<file path="config.mk">
export PLATFORM = sky130hd
export DESIGN_NAME = id_stage
export DESIGN_NICKNAME = d
export VERILOG_FILES = /design/src/rtl/id_stage.sv
export SDC_FILE = /design/constraint.sdc
export NUM_CORES = 1
export LEC_CHECK = 0
export CAP_MARGIN = 20
export CORE_AREA = 2 2 131 133
export CTS_CLUSTER_SIZE = 30
export DETAILED_ROUTE_END_ITERATION = 10
export DIE_AREA = 0 0 133 135
export HOLD_SLACK_MARGIN = 0.06
export PLACE_DENSITY = 0.92
export RECOVER_POWER = 100
export SLEW_MARGIN = 15
export SYNTH_ARGS = -nofsm -noshare
export SYNTH_HDL_FRONTEND = slang
export SYNTH_SLANG_ARGS = --single-unit
</file>
<file path="constraint.sdc">
create_clock -name clk -period 3.6 [get_ports clk]
set_clock_uncertainty 0.05 [all_clocks]
set_input_delay 0.72 -clock clk [delete_from_list [all_inputs] [get_ports clk]]
set_output_delay 0.72 -clock clk [all_outputs]
set_load 0.03 [all_outputs]
</file>
<file path="src/rtl/id_stage.sv">
// ---------------------------------------------------------------------------
// id_stage
//
// MIPS instruction-decode stage between the IF/ID register and EX. Decodes
// the logic-immediate group (ORI/ANDI/XORI), LUI, and the R-type logic and
// shift functions. It reads the register file combinationally and forwards
// results from EX and MEM to resolve RAW hazards. The decoded micro-op is
// held in a single valid/ready output register that can be flushed.
//
// Parameters
//   XLEN     datapath width; must be at least 32
//   ALUOP_W  width of the aluop encoding
//   FWD_EN   1 = forward from EX/MEM, 0 = register-file data only
//
// Ports
//   clk, rst                 rising-edge clock, synchronous active-high reset
//   in_valid / in_ready      instruction handshake from IF/ID
//   in_pc, in_inst           instruction PC and word
//   rreg1_en/_addr           register-file read port 1 (rs)
//   rreg2_en/_addr           register-file read port 2 (rt)
//   reg1_data, reg2_data     register-file read data, same cycle
//   ex_wreg/_waddr/_wdata    EX-stage result, forwarding source
//   mem_wreg/_waddr/_wdata   MEM-stage result, forwarding source
//   flush                    kills the held op and the incoming instruction
//   out_valid / out_ready    micro-op handshake toward EX
//   out_pc                   PC of the micro-op
//   out_alusel               000 nop, 001 logic, 010 shift
//   out_aluop                operation code
//   out_reg1, out_reg2       resolved operands
//   out_wreg, out_waddr      destination write enable and register
//   out_invalid              unsupported instruction
// ---------------------------------------------------------------------------
module id_stage #(
  parameter int XLEN    = 32,
  parameter int ALUOP_W = 8,
  parameter bit FWD_EN  = 1'b1
) (
  input  logic               clk,
  input  logic               rst,
  input  logic               in_valid,
  output logic               in_ready,
  input  logic [31:0]        in_pc,
  input  logic [31:0]        in_inst,
  output logic               rreg1_en,
  output logic               rreg2_en,
  output logic [4:0]         rreg1_addr,
  output logic [4:0]         rreg2_addr,
  input  logic [XLEN-1:0]    reg1_data,
  input  logic [XLEN-1:0]    reg2_data,
  input  logic               ex_wreg,
  input  logic [4:0]         ex_waddr,
  input  logic [XLEN-1:0]    ex_wdata,
  input  logic               mem_wreg,
  input  logic [4:0]         mem_waddr,
  input  logic [XLEN-1:0]    mem_wdata,
  input  logic               flush,
  output logic               out_valid,
  input  logic               out_ready,
  output logic [31:0]        out_pc,
  output logic [2:0]         out_alusel,
  output logic [ALUOP_W-1:0] out_aluop,
  output logic [XLEN-1:0]    out_reg1,
  output logic [XLEN-1:0]    out_reg2,
  output logic               out_wreg,
  output logic [4:0]         out_waddr,
  output logic               out_invalid
);

  // Primary opcodes
  localparam logic [5:0] OP_SPECIAL = 6'b000000;
  localparam logic [5:0] OP_ANDI    = 6'b001100;
  localparam logic [5:0] OP_ORI     = 6'b001101;
  localparam logic [5:0] OP_XORI    = 6'b001110;
  localparam logic [5:0] OP_LUI     = 6'b001111;

  // SPECIAL function codes
  localparam logic [5:0] FN_SLL = 6'b000000;
  localparam logic [5:0] FN_SRL = 6'b000010;
  localparam logic [5:0] FN_SRA = 6'b000011;
  localparam logic [5:0] FN_AND = 6'b100100;
  localparam logic [5:0] FN_OR  = 6'b100101;
  localparam logic [5:0] FN_XOR = 6'b100110;
  localparam logic [5:0] FN_NOR = 6'b100111;

  // ALU selector classes
  localparam logic [2:0] SEL_NOP   = 3'b000;
  localparam logic [2:0] SEL_LOGIC = 3'b001;
  localparam logic [2:0] SEL_SHIFT = 3'b010;

  // ALU operation codes
  localparam logic [ALUOP_W-1:0] ALU_NOP = '0;
  localparam logic [ALUOP_W-1:0] ALU_AND = ALUOP_W'(8'h24);
  localparam logic [ALUOP_W-1:0] ALU_OR  = ALUOP_W'(8'h25);
  localparam logic [ALUOP_W-1:0] ALU_XOR = ALUOP_W'(8'h26);
  localparam logic [ALUOP_W-1:0] ALU_NOR = ALUOP_W'(8'h27);
  localparam logic [ALUOP_W-1:0] ALU_SLL = ALUOP_W'(8'h7C);
  localparam logic [ALUOP_W-1:0] ALU_SRL = ALUOP_W'(8'h02);
  localparam logic [ALUOP_W-1:0] ALU_SRA = ALUOP_W'(8'h03);

  // Where each operand comes from once the instruction is decoded
  typedef enum logic [1:0] {
    R1_ZERO,
    R1_REG,
    R1_SHAMT
  } reg1_sel_t;

  typedef enum logic [1:0] {
    R2_ZERO,
    R2_REG,
    R2_IMM,
    R2_LUI
  } reg2_sel_t;

  // Instruction fields
  logic [5:0]  w_op;
  logic [4:0]  w_rs;
  logic [4:0]  w_rt;
  logic [4:0]  w_rd;
  logic [4:0]  w_shamt;
  logic [5:0]  w_func;
  logic [15:0] w_imm;

  // Decoder outputs
  logic [2:0]         w_alusel;
  logic [ALUOP_W-1:0] w_aluop;
  logic               w_wregDec;
  logic [4:0]         w_waddr;
  logic               w_re1;
  logic               w_re2;
  logic               w_invalid;
  reg1_sel_t          w_reg1Sel;
  reg2_sel_t          w_reg2Sel;

  // Extended constants and forwarded source data
  logic [XLEN-1:0] w_immExt;
  logic [XLEN-1:0] w_luiExt;
  logic [XLEN-1:0] w_shamtExt;
  logic            w_exHit1;
  logic            w_exHit2;
  logic            w_memHit1;
  logic            w_memHit2;
  logic [XLEN-1:0] w_src1;
  logic [XLEN-1:0] w_src2;
  logic [XLEN-1:0] w_reg1;
  logic [XLEN-1:0] w_reg2;

  // Handshake
  logic w_inReady;
  logic w_accept;

  // Output register
  logic               r_valid;
  logic [31:0]        r_pc;
  logic [2:0]         r_alusel;
  logic [ALUOP_W-1:0] r_aluop;
  logic [XLEN-1:0]    r_reg1;
  logic [XLEN-1:0]    r_reg2;
  logic               r_wreg;
  logic [4:0]         r_waddr;
  logic               r_invalid;

  assign w_op    = in_inst[31:26];
  assign w_rs    = in_inst[25:21];
  assign w_rt    = in_inst[20:16];
  assign w_rd    = in_inst[15:11];
  assign w_shamt = in_inst[10:6];
  assign w_func  = in_inst[5:0];
  assign w_imm   = in_inst[15:0];

  // Main decoder. Everything defaults to the "unsupported" shape (no reads,
  // no write, zero operands, invalid set); each recognised encoding then
  // overrides only what it needs.
  always_comb begin
    w_alusel  = SEL_NOP;
    w_aluop   = ALU_NOP;
    w_wregDec = 1'b0;
    w_waddr   = 5'd0;
    w_re1     = 1'b0;
    w_re2     = 1'b0;
    w_invalid = 1'b1;
    w_reg1Sel = R1_ZERO;
    w_reg2Sel = R2_ZERO;
    case (w_op)
      OP_ORI, OP_ANDI, OP_XORI: begin
        w_alusel  = SEL_LOGIC;
        w_aluop   = (w_op == OP_ANDI) ? ALU_AND :
                    (w_op == OP_ORI)  ? ALU_OR  : ALU_XOR;
        w_wregDec = 1'b1;
        w_waddr   = w_rt;
        w_re1     = 1'b1;
        w_invalid = 1'b0;
        w_reg1Sel = R1_REG;
        w_reg2Sel = R2_IMM;
      end
      OP_LUI: begin
        // LUI is an OR of zero with the shifted immediate; no reads needed.
        w_alusel  = SEL_LOGIC;
        w_aluop   = ALU_OR;
        w_wregDec = 1'b1;
        w_waddr   = w_rt;
        w_invalid = 1'b0;
        w_reg2Sel = R2_LUI;
      end
      OP_SPECIAL: begin
        case (w_func)
          FN_AND, FN_OR, FN_XOR, FN_NOR: begin
            w_alusel  = SEL_LOGIC;
            w_aluop   = (w_func == FN_AND) ? ALU_AND :
                        (w_func == FN_OR)  ? ALU_OR  :
                        (w_func == FN_XOR) ? ALU_XOR : ALU_NOR;
            w_wregDec = 1'b1;
            w_waddr   = w_rd;
            w_re1     = 1'b1;
            w_re2     = 1'b1;
            w_invalid = 1'b0;
            w_reg1Sel = R1_REG;
            w_reg2Sel = R2_REG;
          end
          FN_SLL, FN_SRL, FN_SRA: begin
            // Shift amount travels in reg1 so EX sees a uniform operand pair.
            w_alusel  = SEL_SHIFT;
            w_aluop   = (w_func == FN_SLL) ? ALU_SLL :
                        (w_func == FN_SRL) ? ALU_SRL : ALU_SRA;
            w_wregDec = 1'b1;
            w_waddr   = w_rd;
            w_re2     = 1'b1;
            w_invalid = 1'b0;
            w_reg1Sel = R1_SHAMT;
            w_reg2Sel = R2_REG;
          end
          default: begin
            w_invalid = 1'b1;
          end
        endcase
      end
      default: begin
        w_invalid = 1'b1;
      end
    endcase
  end

  // Zero-extend the immediate forms up to the datapath width.
  always_comb begin
    w_immExt          = '0;
    w_immExt[15:0]    = w_imm;
    w_luiExt          = '0;
    w_luiExt[31:16]   = w_imm;
    w_shamtExt        = '0;
    w_shamtExt[4:0]   = w_shamt;
  end

  // Forwarding match detection. EX is newer than MEM so it wins; $0 is
  // hard-wired zero and must never pick up a stale forwarded value.
  assign w_exHit1  = FWD_EN && ex_wreg  && (ex_waddr  == w_rs) && (w_rs != 5'd0);
  assign w_memHit1 = FWD_EN && mem_wreg && (mem_waddr == w_rs) && (w_rs != 5'd0);
  assign w_exHit2  = FWD_EN && ex_wreg  && (ex_waddr  == w_rt) && (w_rt != 5'd0);
  assign w_memHit2 = FWD_EN && mem_wreg && (mem_waddr == w_rt) && (w_rt != 5'd0);

  assign w_src1 = w_exHit1  ? ex_wdata  :
                  w_memHit1 ? mem_wdata : reg1_data;
  assign w_src2 = w_exHit2  ? ex_wdata  :
                  w_memHit2 ? mem_wdata : reg2_data;

  // Final operand selection from the decoder's source choice.
  always_comb begin
    w_reg1 = '0;
    w_reg2 = '0;
    case (w_reg1Sel)
      R1_REG:   w_reg1 = w_src1;
      R1_SHAMT: w_reg1 = w_shamtExt;
      default:  w_reg1 = '0;
    endcase
    case (w_reg2Sel)
      R2_REG:  w_reg2 = w_src2;
      R2_IMM:  w_reg2 = w_immExt;
      R2_LUI:  w_reg2 = w_luiExt;
      default: w_reg2 = '0;
    endcase
  end

  // Register-file read port. Addresses follow the raw fields; enables are
  // suppressed when there is no instruction so the file can idle.
  assign rreg1_addr = w_rs;
  assign rreg2_addr = w_rt;
  assign rreg1_en   = in_valid && w_re1;
  assign rreg2_en   = in_valid && w_re2;

  // The register can take a new op whenever it is empty or being drained
  // this cycle, which keeps a streaming pipeline bubble-free. A flush
  // refuses the incoming instruction outright.
  assign w_inReady = !flush && (!r_valid || out_ready);
  assign w_accept  = in_valid && w_inReady;
  assign in_ready  = w_inReady;

  // Output register. Priority: reset, flush, accept, drain, otherwise hold.
  // Flush and drain only clear the valid bit; the data fields keep their
  // last values since nothing downstream looks at them without valid.
  always_ff @(posedge clk) begin
    if (rst) begin
      r_valid   <= 1'b0;
      r_pc      <= '0;
      r_alusel  <= '0;
      r_aluop   <= '0;
      r_reg1    <= '0;
      r_reg2    <= '0;
      r_wreg    <= 1'b0;
      r_waddr   <= '0;
      r_invalid <= 1'b0;
    end else if (flush) begin
      r_valid <= 1'b0;
    end else if (w_accept) begin
      r_valid   <= 1'b1;
      r_pc      <= in_pc;
      r_alusel  <= w_alusel;
      r_aluop   <= w_aluop;
      r_reg1    <= w_reg1;
      r_reg2    <= w_reg2;
      r_wreg    <= w_wregDec && (w_waddr != 5'd0);
      r_waddr   <= w_waddr;
      r_invalid <= w_invalid;
    end else if (out_ready) begin
      r_valid <= 1'b0;
    end
  end

  assign out_valid   = r_valid;
  assign out_pc      = r_pc;
  assign out_alusel  = r_alusel;
  assign out_aluop   = r_aluop;
  assign out_reg1    = r_reg1;
  assign out_reg2    = r_reg2;
  assign out_wreg    = r_wreg;
  assign out_waddr   = r_waddr;
  assign out_invalid = r_invalid;

endmodule

</file>
Yosys cells after proc, flatten, opt, wreduce, memory -nomap -nowiden
Cells that the tools add are included.

Logic and storage cells: 90. Bits in registers: 115. Output and inout port bits: 128. Input bits: 209.

Equal/unequal tests: 19. Bitwise gates (word level): 1. Reduce and logical (&&, ||, !) cells: 29. Multiplexer cells: 32.

Operator list (number): 2-to-1 mux 32 bit (4); case mux 32 bit (3 select lines) (1); case mux 32 bit (2 select lines) (1); equality test 6 x 4 -> 1 bit (second input constant) (4); equality test 6 bit (second input constant) (4); case mux 7 bit (3 select lines) (1); equality test 5 bit (4); case mux 2 bit (2 select lines) (4); nonzero test 5 bit (3); case mux 7 bit (2 select lines) (1); logical AND 1 bit (13); equality test 6 x 2 -> 1 bit (second input constant) (2); logical NOT 6 bit (2); case mux 5 bit (2 select lines) (1); 2-to-1 mux 1 bit (9); 2-to-1 mux 2 bit (4); OR reduction 4 bit (2); 2-to-1 mux 7 bit (1); OR reduction 7 bit (1); equality test 2 bit (second input constant) (3); case mux 1 bit (2 select lines) (3); case mux 2 bit (3 select lines) (1); OR reduction 3 bit (2); 2-to-1 mux 5 bit (1); other kinds (7) (9).

Depth between registers and ports, before layout
Gate-level depths: netlist of the first run.

Depth after elaboration: 6. Mapped depth: 10. Gate-level depth less buffers: 9.

Worst setup path before layout of the first run
OpenSTA, ideal clock, no wires.

Path kind: input port to flip-flop. Start point: input in_inst[31]. End point: register r_reg1[1], in the netlist out_reg1[1]. Buffers on the path: 1. Stages: 9. Data required time: 3.479 ns. Setup slack: 0.754 ns. Arrival: 2.726 ns. Cells stage by stage: nor2_1 nand3_1 a21oi_1 nor2_1 ha_1 nor4b_1 clkbuf_1 o21a_1 o2bb2ai_1.

Cells in the longest elaborated chain, start to end: 5.

RTL lines: start: declaration (RTL line 43) `input logic [31:0] in_inst,`; equality test 6 x 4 -> 1 bit (RTL line 183) `case (w_op)`; OR reduction 3 bit (RTL line 183); case mux 2 bit (2 select lines) (*) (RTL line 183); equality test 2 bit or equality test 2 x 1 -> 1 bit (tied branches) (RTL line 268) `case (w_reg1Sel)`; case mux 32 bit (2 select lines) (*) (RTL line 268); end signal: assignment (RTL line 316) `r_reg1 <= w_reg1;`; end: declaration (RTL line 156) `logic [XLEN-1:0] r_reg1;`.

Every way passes the cells marked *; elsewhere a longest branch is shown, timed or not. A chain may end at the register's enable or synchronous reset.

Worst setup path in the final report of the first run
Start point: input in_inst[4]. End point: output rreg2_en.

Cells in the longest elaborated chain, start to end: 5.

RTL lines: equality test 6 bit, or another cell as far along (RTL line 205) `case (w_func)`; OR reduction 7 bit (no source line) (*); 2-to-1 mux 1 bit (*) (RTL line 205); 2-to-1 mux 1 bit (*) (RTL line 183); logical AND 1 bit (*) (RTL line 286) `assign rreg2_en = in_valid && w_re2;`; end: declaration (RTL line 45) `output logic rreg2_en,`.

Marks and branches as above.

==> results.md, run 1 <==
GRT:
- The initial antenna violation count was 1.
- The total overflow left after global routing is 0.
- The via count of the first global-routing pass is 7,484.
- The global-route usage over all layers is 29.9%.
- Entering global routing, the biggest net connects 65 pins.
- The wire length of the first global-routing pass is 41,600 um.

Timing:
- The count of pins over their slew limit is 39.
- The number of hold-slack violations in the final timing report came to 0.
- The worst path uses 95.6% of the clock period.
- The final setup violation count is 0.
- Summed over all failing endpoints, the final setup total negative slack is 0 ns.
- The upper clock frequency limit is 0.291 GHz.
- For the pin with the worst max-slew slack, the measured transition is 1.77 ns.
- The smallest clock period supported by the final layout is computed as 3.44 ns.
- Setup repair after global routing left no endpoint under its margin.
- The worst setup slack after layout is 0.160 ns.
- The relative slew slack is -18.0%.
- The worst hold-check slack is 0.397 ns.

Critical path:
- The capturing element type of the critical path is an output port.
- The critical path required time is 2.83 ns.
- The largest fanout of any net on the critical path is 13.
- The arrival time of the worst setup path is 2.67 ns.
- The reg-to-reg endpoint is out_pc[1]$_SDFFE_PP0P_.
- The worst setup path is launched from an input port.
- In this run the register-to-register setup slack is 1.29 ns.
- In this run the critical register-to-register path is launched from out_valid$_SDFFE_PP0P_.
- Measured in cells, the most critical reg-to-reg path has a length of 5.
- The setup path with the least slack is of type in -> out.

Placed design:
- Before CTS, the worst setup slack after placement is 0.220 ns.
- The detailed placer's ending HPWL is 21,000 um.
- At the end of routability-driven placement, the weighted congestion stood at 0.890.
- The number of buffers inserted by port buffering is 334.
- The placed instances occupy a cell area of 10,100 um2.

Job:
- The number of violations of the max-capacitance limit is 1.

Route:
- The mean number of vias per cell is 5.88.
- The first TritonRoute pass finished after 5 iterations.
- After detailed routing, the number of remaining DRC violations is 0.
- The count of nets left with antenna violations once routing finished came out at 0.
- Dividing the detail-routed wire length by the instance count gives 21.0 um.
- The total wirelength of the detailed-routed design is 27,700 um.
- The number of violations reported at the end of detailed-routing iteration 0 is 545.
- The routed layout has 7,776 vias.

Floorplan:
- The x dimension of the die is 133 um.
- The floorplan has 47 rows.
- The area of the die is 18,000 um2.
- The initial cell density of the core is 40.5%.
- The standard cell core area is 16,400 um2.
- 337 I/O pins were placed.
- From bottom edge to top edge, the die measures 135 um.

Layout:
- Leaving out fill and tap cells, the most frequent cells in the layout are 205 x sky130_fd_sc_hd__clkdlybuf4s50_1, 131 x sky130_fd_sc_hd__nand2_1, 126 x sky130_fd_sc_hd__dlygate4sd3_1, 110 x sky130_fd_sc_hd__dfxtp_1, 86 x sky130_fd_sc_hd__a21boi_0.
- Compared with the post-synthesis result, the final layout area differs by 55.6%.
- The final net count is 1,308.
- The count of inserted antenna diode cells is 0.
- The fraction of layout instances using a drive strength above 1 is 6.81%.
- With fillers left out, the area of the finished cells amounts to 10,400 um2.
- The leading cell type in the layout, fill and taps excluded is sky130_fd_sc_hd__clkdlybuf4s50_1.

Power and ir drop:
- Across the VDD grid, the largest voltage drop is 0.215 mV.
- The areal power density over the cells is 291 nW/um2.
- The leakage power figure is 3.87 nW.

Clocking:
- The TritonCTS clock tree is yes.
- The number of clock buffers added by TritonCTS is 9.
- Post-CTS repair changed the size of 0 cells.
- For this design, the CTS-stage hold fixing added 0 buffers.
- In this run the number of H-tree levels came out at 3.
- The clock passes through at most 2 buffers.
- The count of buffers added by post-CTS timing repair for setup is 0.
- The clock latency of the later-clocked register in the worst-skew pair is 0.35 ns.
- Clock-pin slew was measured on the worst setup and hold paths at 0.07 ns.
- In this run the clock root is driven by a sky130_fd_sc_hd__clkbuf_16.
- Counting every sink on the clock net gives 110.

Logic synthesis:
- In this run the cell area of the synthesized design comes to 6650 um2.
- By area the synthesized netlist is led by sky130_fd_sc_hd__dfxtp_1 33%, sky130_fd_sc_hd__a21boi_0 9.7%, sky130_fd_sc_hd__nand2_1 7.4%, sky130_fd_sc_hd__a221oi_2 6.3%, sky130_fd_sc_hd__o311ai_1 4.2%.
- Yosys printed 0 warnings.
- The number of different library cells used by synthesis comes to 50.
- Synthesis inferred 110 register bits.
- Sequential elements use 33.1% of the synthesized area.
- The area share of the largest cell type after synthesis is 33.1%.
- Summed over all instances, the cell type with the most area after synthesis is sky130_fd_sc_hd__dfxtp_1.
- The count of flip-flops with a built-in enable after synthesis is 0.
- The per-instance average area after synthesis is 8.16 um2.
- The number of cells produced by synthesis is 815.
- After synthesis, the share of flip-flops with an asynchronous set or reset is 0%.
- The most instantiated flip-flop cell in the synthesis netlist is sky130_fd_sc_hd__dfxtp_1.

Min path:
- The worst min-delay path class is reg -> reg.
- The number of stages on the worst hold path is 2.
- The startpoint of the worst hold path is out_reg1[12]$_SDFFE_PP0P_.
- For hold timing, the worst endpoint is out_reg1[12]$_SDFFE_PP0P_.

Outcome:
- The final reports fail on capacitance limit, slew limit.
- The flow ran to the end, but the final reports show violations.
[critical path, stage by stage]
cell	delay, ns
sky130_fd_sc_hd__dlygate4sd3_1	0.66
sky130_fd_sc_hd__nor2_1	0.23
sky130_fd_sc_hd__nand4_1	0.16
sky130_fd_sc_hd__clkbuf_1	0.19
sky130_fd_sc_hd__a21oi_4	0.17
sky130_fd_sc_hd__buf_4	0.23
sky130_fd_sc_hd__and2_1	0.14
sky130_fd_sc_hd__buf_4	0.16
[report_power, final]
group | switching (mW) | total, mW | internal (mW)
clock network | 0.497 | 1.06 | 0.565
logic | 0.356 | 0.693 | 0.338
registers | 0.0118 | 1.25 | 1.24
[cells by family after synthesis]
kind of cell / synth area share [%]
AND/OR/NAND/NOR: 21.0
flip-flops: 33.1
XOR/XNOR: 2.63
buffers and inverters: 7.17
other: 0.0564
adder cells (fa/ha/maj): 0.376
AO/OA/AOI/OAI: 35.6
[registers in the layout (all words and copies together), names as in the netlist]
register and count:
out_wreg 1, out_pc 32, out_aluop 4, out_alusel 2, out_waddr 5, out_reg2 32, out_reg1 32, out_invalid 1
out_valid 1
[worst max path at each step]
stage	start	end	slack, ns
2_1_floorplan	in_inst[31]	out_reg1[1]$_SDFFE_PP0P_	0.75
5_1_grt	in_inst[4]	rreg2_en	0.11
6_report	in_inst[4]	rreg2_en	0.16
3_3_place_gp	in_inst[2]	rreg2_en	0.35
4_1_cts	in_inst[4]	rreg2_en	0.30
3_5_place_dp	in_inst[4]	out_reg1[5]$_SDFFE_PP0P_	0.22
[layer usage]
metal	GRT usage [%]	wire [um]
met1	35.3	10500
met2	51.3	13200
met3	6.23	2530
met4	15.3	1490
met5	0	0
[cell type report]
| type | count | area, um2 |
|---|---|---|
| clock buffers | 10 | 239 |
| clock inverters | 6 | 70.1 |
| fillers | 1367 | 6050 |
| inverters | 7 | 26.3 |
| multi-input cells | 609 | 3960 |
| flip-flops and latches | 110 | 2200 |
| well taps | 220 | 275 |
| repair buffers | 360 | 3580 |
[through the flow]
stage	util [%]	power, mW	cells
after CTS	63.6	3.04	1322
final	63.1	3.01	1322
after global routing	63.1	3.11	1322
after global placement	61.7	1.98	1306
after floorplan	-	1.58	816
after detailed placement	61.7	1.99	1306
[Yosys cell counts, drive strengths merged, types with 2 or more instances]
library cell	count
ha	2
nor3b	2
and2	4
xor2	10
a21oi	43
nor2	27
buf	44
nor3	11
a211oi	31
clkbuf	46
and3	41
dfxtp	110
nand4	3
o21a	5
xnor2	10
nor2b	2
inv	7
nand2	131
nand3	12
a221oi	37
o311ai	32
nor4	3
a21boi	92
o21ai	61
nand3b	32
o2bb2ai	5
Power figures use the tool's default switching activity.
==> inputs of run 2 (changes only) <==
--- a/config.mk
+++ b/config.mk
@@ -11,7 +11,7 @@
 export DETAILED_ROUTE_END_ITERATION = 10
 export DIE_AREA = 0 0 133 135
 export HOLD_SLACK_MARGIN = 0.06
-export PLACE_DENSITY = 0.92
+export PLACE_DENSITY_LB_ADDON = 0.15
 export RECOVER_POWER = 100
 export SLEW_MARGIN = 15
 export SYNTH_ARGS = -nofsm -noshare
==> results.md, run 2 (synthesized netlist as in run 1, its figures left out) <==
Outcome:
- The run finished, with violations left.
- The final reports fail on capacitance limit, slew limit.

Power and ir drop:
- In this run, flip-flops and latches consume 42.1% of the power.
- For this design the total switching power over the nets is 837 uW.
- The clock power share is 35.3%.
- Of the total power, the share spent switching nets is 28.1%.
- Combinational logic is responsible for 22.6% of the overall power.
- The peak supply drop is 0.252 mV.
- The leakage power figure is 3.86 nW.
- Internal power comes to 2.14 mW.
- Dividing total power by cell area gives a power density of 287 nW/um2.
- After layout, the design draws a total of 2.97 mW.

Route:
- Summing over every cut layer, the via total after detailed routing is 7,324.
- The detail route stage leaves a number of antenna-violating nets equal to 0.
- The mean number of vias per cell is 5.54.
- The first-pass detailed-route iteration total is 5.
- In the final routed layout, each cell accounts on average for 19.6 um.
- The total wirelength of the detailed-routed design is 25,900 um.
- For this run, design rule violations remaining after detail routing come to 0.
- The first routing iteration left 433 violations.

Layout:
- The number of antenna diodes in the final layout is 0.
- Leaving out fill and tap cells, the most frequent cell in the layout is sky130_fd_sc_hd__clkdlybuf4s50_1.
- The final net count is 1,307.
- The multi-input combinational cells in the finished layout cover a total of 3960 um2.
- Cells with a size suffix above 1 make up 6.99% of the layout.
- In the layout the commonest cells are 203 x sky130_fd_sc_hd__clkdlybuf4s50_1, 131 x sky130_fd_sc_hd__nand2_1, 128 x sky130_fd_sc_hd__dlygate4sd3_1, 110 x sky130_fd_sc_hd__dfxtp_1, 86 x sky130_fd_sc_hd__a21boi_0.
- The area taken by flip-flops and latches is 2200 um2.
- After filler insertion, the fill cell instance count of the layout stands at 1,451.
- The synthesis-to-finish area growth is 55.6%.

Clocking:
- In this run, post-CTS hold repair placed 0 buffers.
- The maximum count of clock buffers along a single path is 2.
- The clock latency of the later-clocked register in the worst-skew pair is 0.35 ns.
- TritonCTS built the clock tree.
- The TritonCTS buffer count is 9.
- The clock drives 110 sinks.
- The master cell of the clock root buffer is sky130_fd_sc_hd__clkbuf_16.
- The clock slew seen by the registers of the worst setup and hold paths is 0.07 ns.
- The count of cells resized by post-cts repair is 0.
- Post-CTS timing repair inserted 0 buffers for setup.
- The CTS H-tree depth is 3.

Critical path:
- The worst setup path is launched from an input port.
- The largest fanout of any net on the critical path is 4.
- At the worst endpoint, the arrival time is 2.51 ns.
- STA puts the critical path data required time at 2.83 ns.
- The worst setup path is of the in -> out kind.
- STA classifies the critical path endpoint as an output port.

Floorplan:
- The die covers 18,000 um2.
- The initial cell density of the core is 40.5%.
- In this run the core area contains 47 standard-cell rows.
- The die extent in y is 135 um.
- The standard cell core area is 16,400 um2.
- From left edge to right edge, the die measures 133 um.
- The count of boundary I/O pins is 337.

Timing:
- The upper clock frequency limit is 0.305 GHz.
- The relative slew slack is -2.65%.
- The portion of the clock cycle consumed by the worst path in the final layout is 91.1%.
- The actual transition at the worst max-transition pin is 1.54 ns.
- The number of hold-slack violations in the final timing report is 0.
- Setup violations remaining at the end of the flow were counted as 0.
- The count of pins over their slew limit was 36.
- Setup repair after global routing left no endpoint under its margin.
- The shortest period the worst path allows is 3.28 ns.
- The sum of negative setup slack is 0 ns.
- The worst setup slack after layout is 0.320 ns.

Placed design:
- The final weighted congestion in routability-driven placement is 0.850.
- The minimum setup slack after placement is 0.226 ns.
- The number of buffers inserted by port buffering is 334.
- The wire-length estimate of the detail-placed layout is 19,500 um.

Job:
- The tool flagged a number of max-cap violations equal to 1.

GRT:
- The total overflow left after global routing is 0.
- The wire length of the first global-routing pass is 39,500 um.
- The initial antenna violation count is 0.
- The via count of the first global-routing pass was 7,095.
- The global-route usage over all layers is 28.0%.
- The maximum number of pins on one net before global-route repair is 65.

Min path:
- The worst min-delay path class is reg -> reg.
[run 2: through the flow]
step / util [%] / hold slack [ns] / instances / area [um2]
after floorplan: - / 0.522 / 816 / 6660
after detailed placement: 61.7 / 0.391 / 1305 / 10100
final: 63.1 / 0.401 / 1321 / 10400
after global placement: 61.7 / 0.382 / 1305 / 10100
after CTS: 63.5 / 0.402 / 1321 / 10400
after global routing: 63.1 / 0.417 / 1321 / 10400
[run 2: area by class of cell]
class                   count  area share (%)
repair buffers            359            34.6
well taps                 220            2.66
multi-input cells         609            38.3
flip-flops and latches    110            21.3
clock inverters             6           0.653
inverters                   7           0.254
clock buffers              10            2.31
[run 2: critical path: stages]
cell and delay [ns]:
sky130_fd_sc_hd__clkdlybuf4s50_1 0.48, sky130_fd_sc_hd__nor2_1 0.21, sky130_fd_sc_hd__nand4_1 0.24, sky130_fd_sc_hd__nor2_1 0.24, sky130_fd_sc_hd__nor2_1 0.10, sky130_fd_sc_hd__inv_1 0.08, sky130_fd_sc_hd__and2_0 0.26, sky130_fd_sc_hd__buf_12 0.16
[run 2: final timing paths]
kind / start / end / slack, ns / cells past startpoint
max: in_inst[3] / rreg1_en / 0.32 / 8
min: out_pc[0]$_SDFFE_PP0P_ / out_pc[0]$_SDFFE_PP0P_ / 0.40 / 2
max reg2reg: out_valid$_SDFFE_PP0P_ / out_aluop[5]$_SDFFE_PP0P_ / 1.24 / 6
min reg2reg: out_pc[0]$_SDFFE_PP0P_ / out_pc[0]$_SDFFE_PP0P_ / 0.40 / 2
[run 2: per-layer routing]
layer / part of all wire, % / vias up / track usage, %
li1: - / 3551 / -
met1: 41 / 3363 / 35.1
met2: 48 / 370 / 47.2
met3: 9.0 / 40 / 6.87
met4: 2.4 / 0 / 9.32
met5: 0 / - / 0
[run 2: power groups by stage]
stage	Combinational (mW)	Sequential, mW	Clock, mW
2_1_floorplan	0.250	1.33	0
3_3_place_gp	0.686	1.28	0
3_5_place_dp	0.687	1.28	0
4_1_cts	0.690	1.25	1.06
5_1_grt	0.718	1.26	1.11
6_report	0.671	1.25	1.05
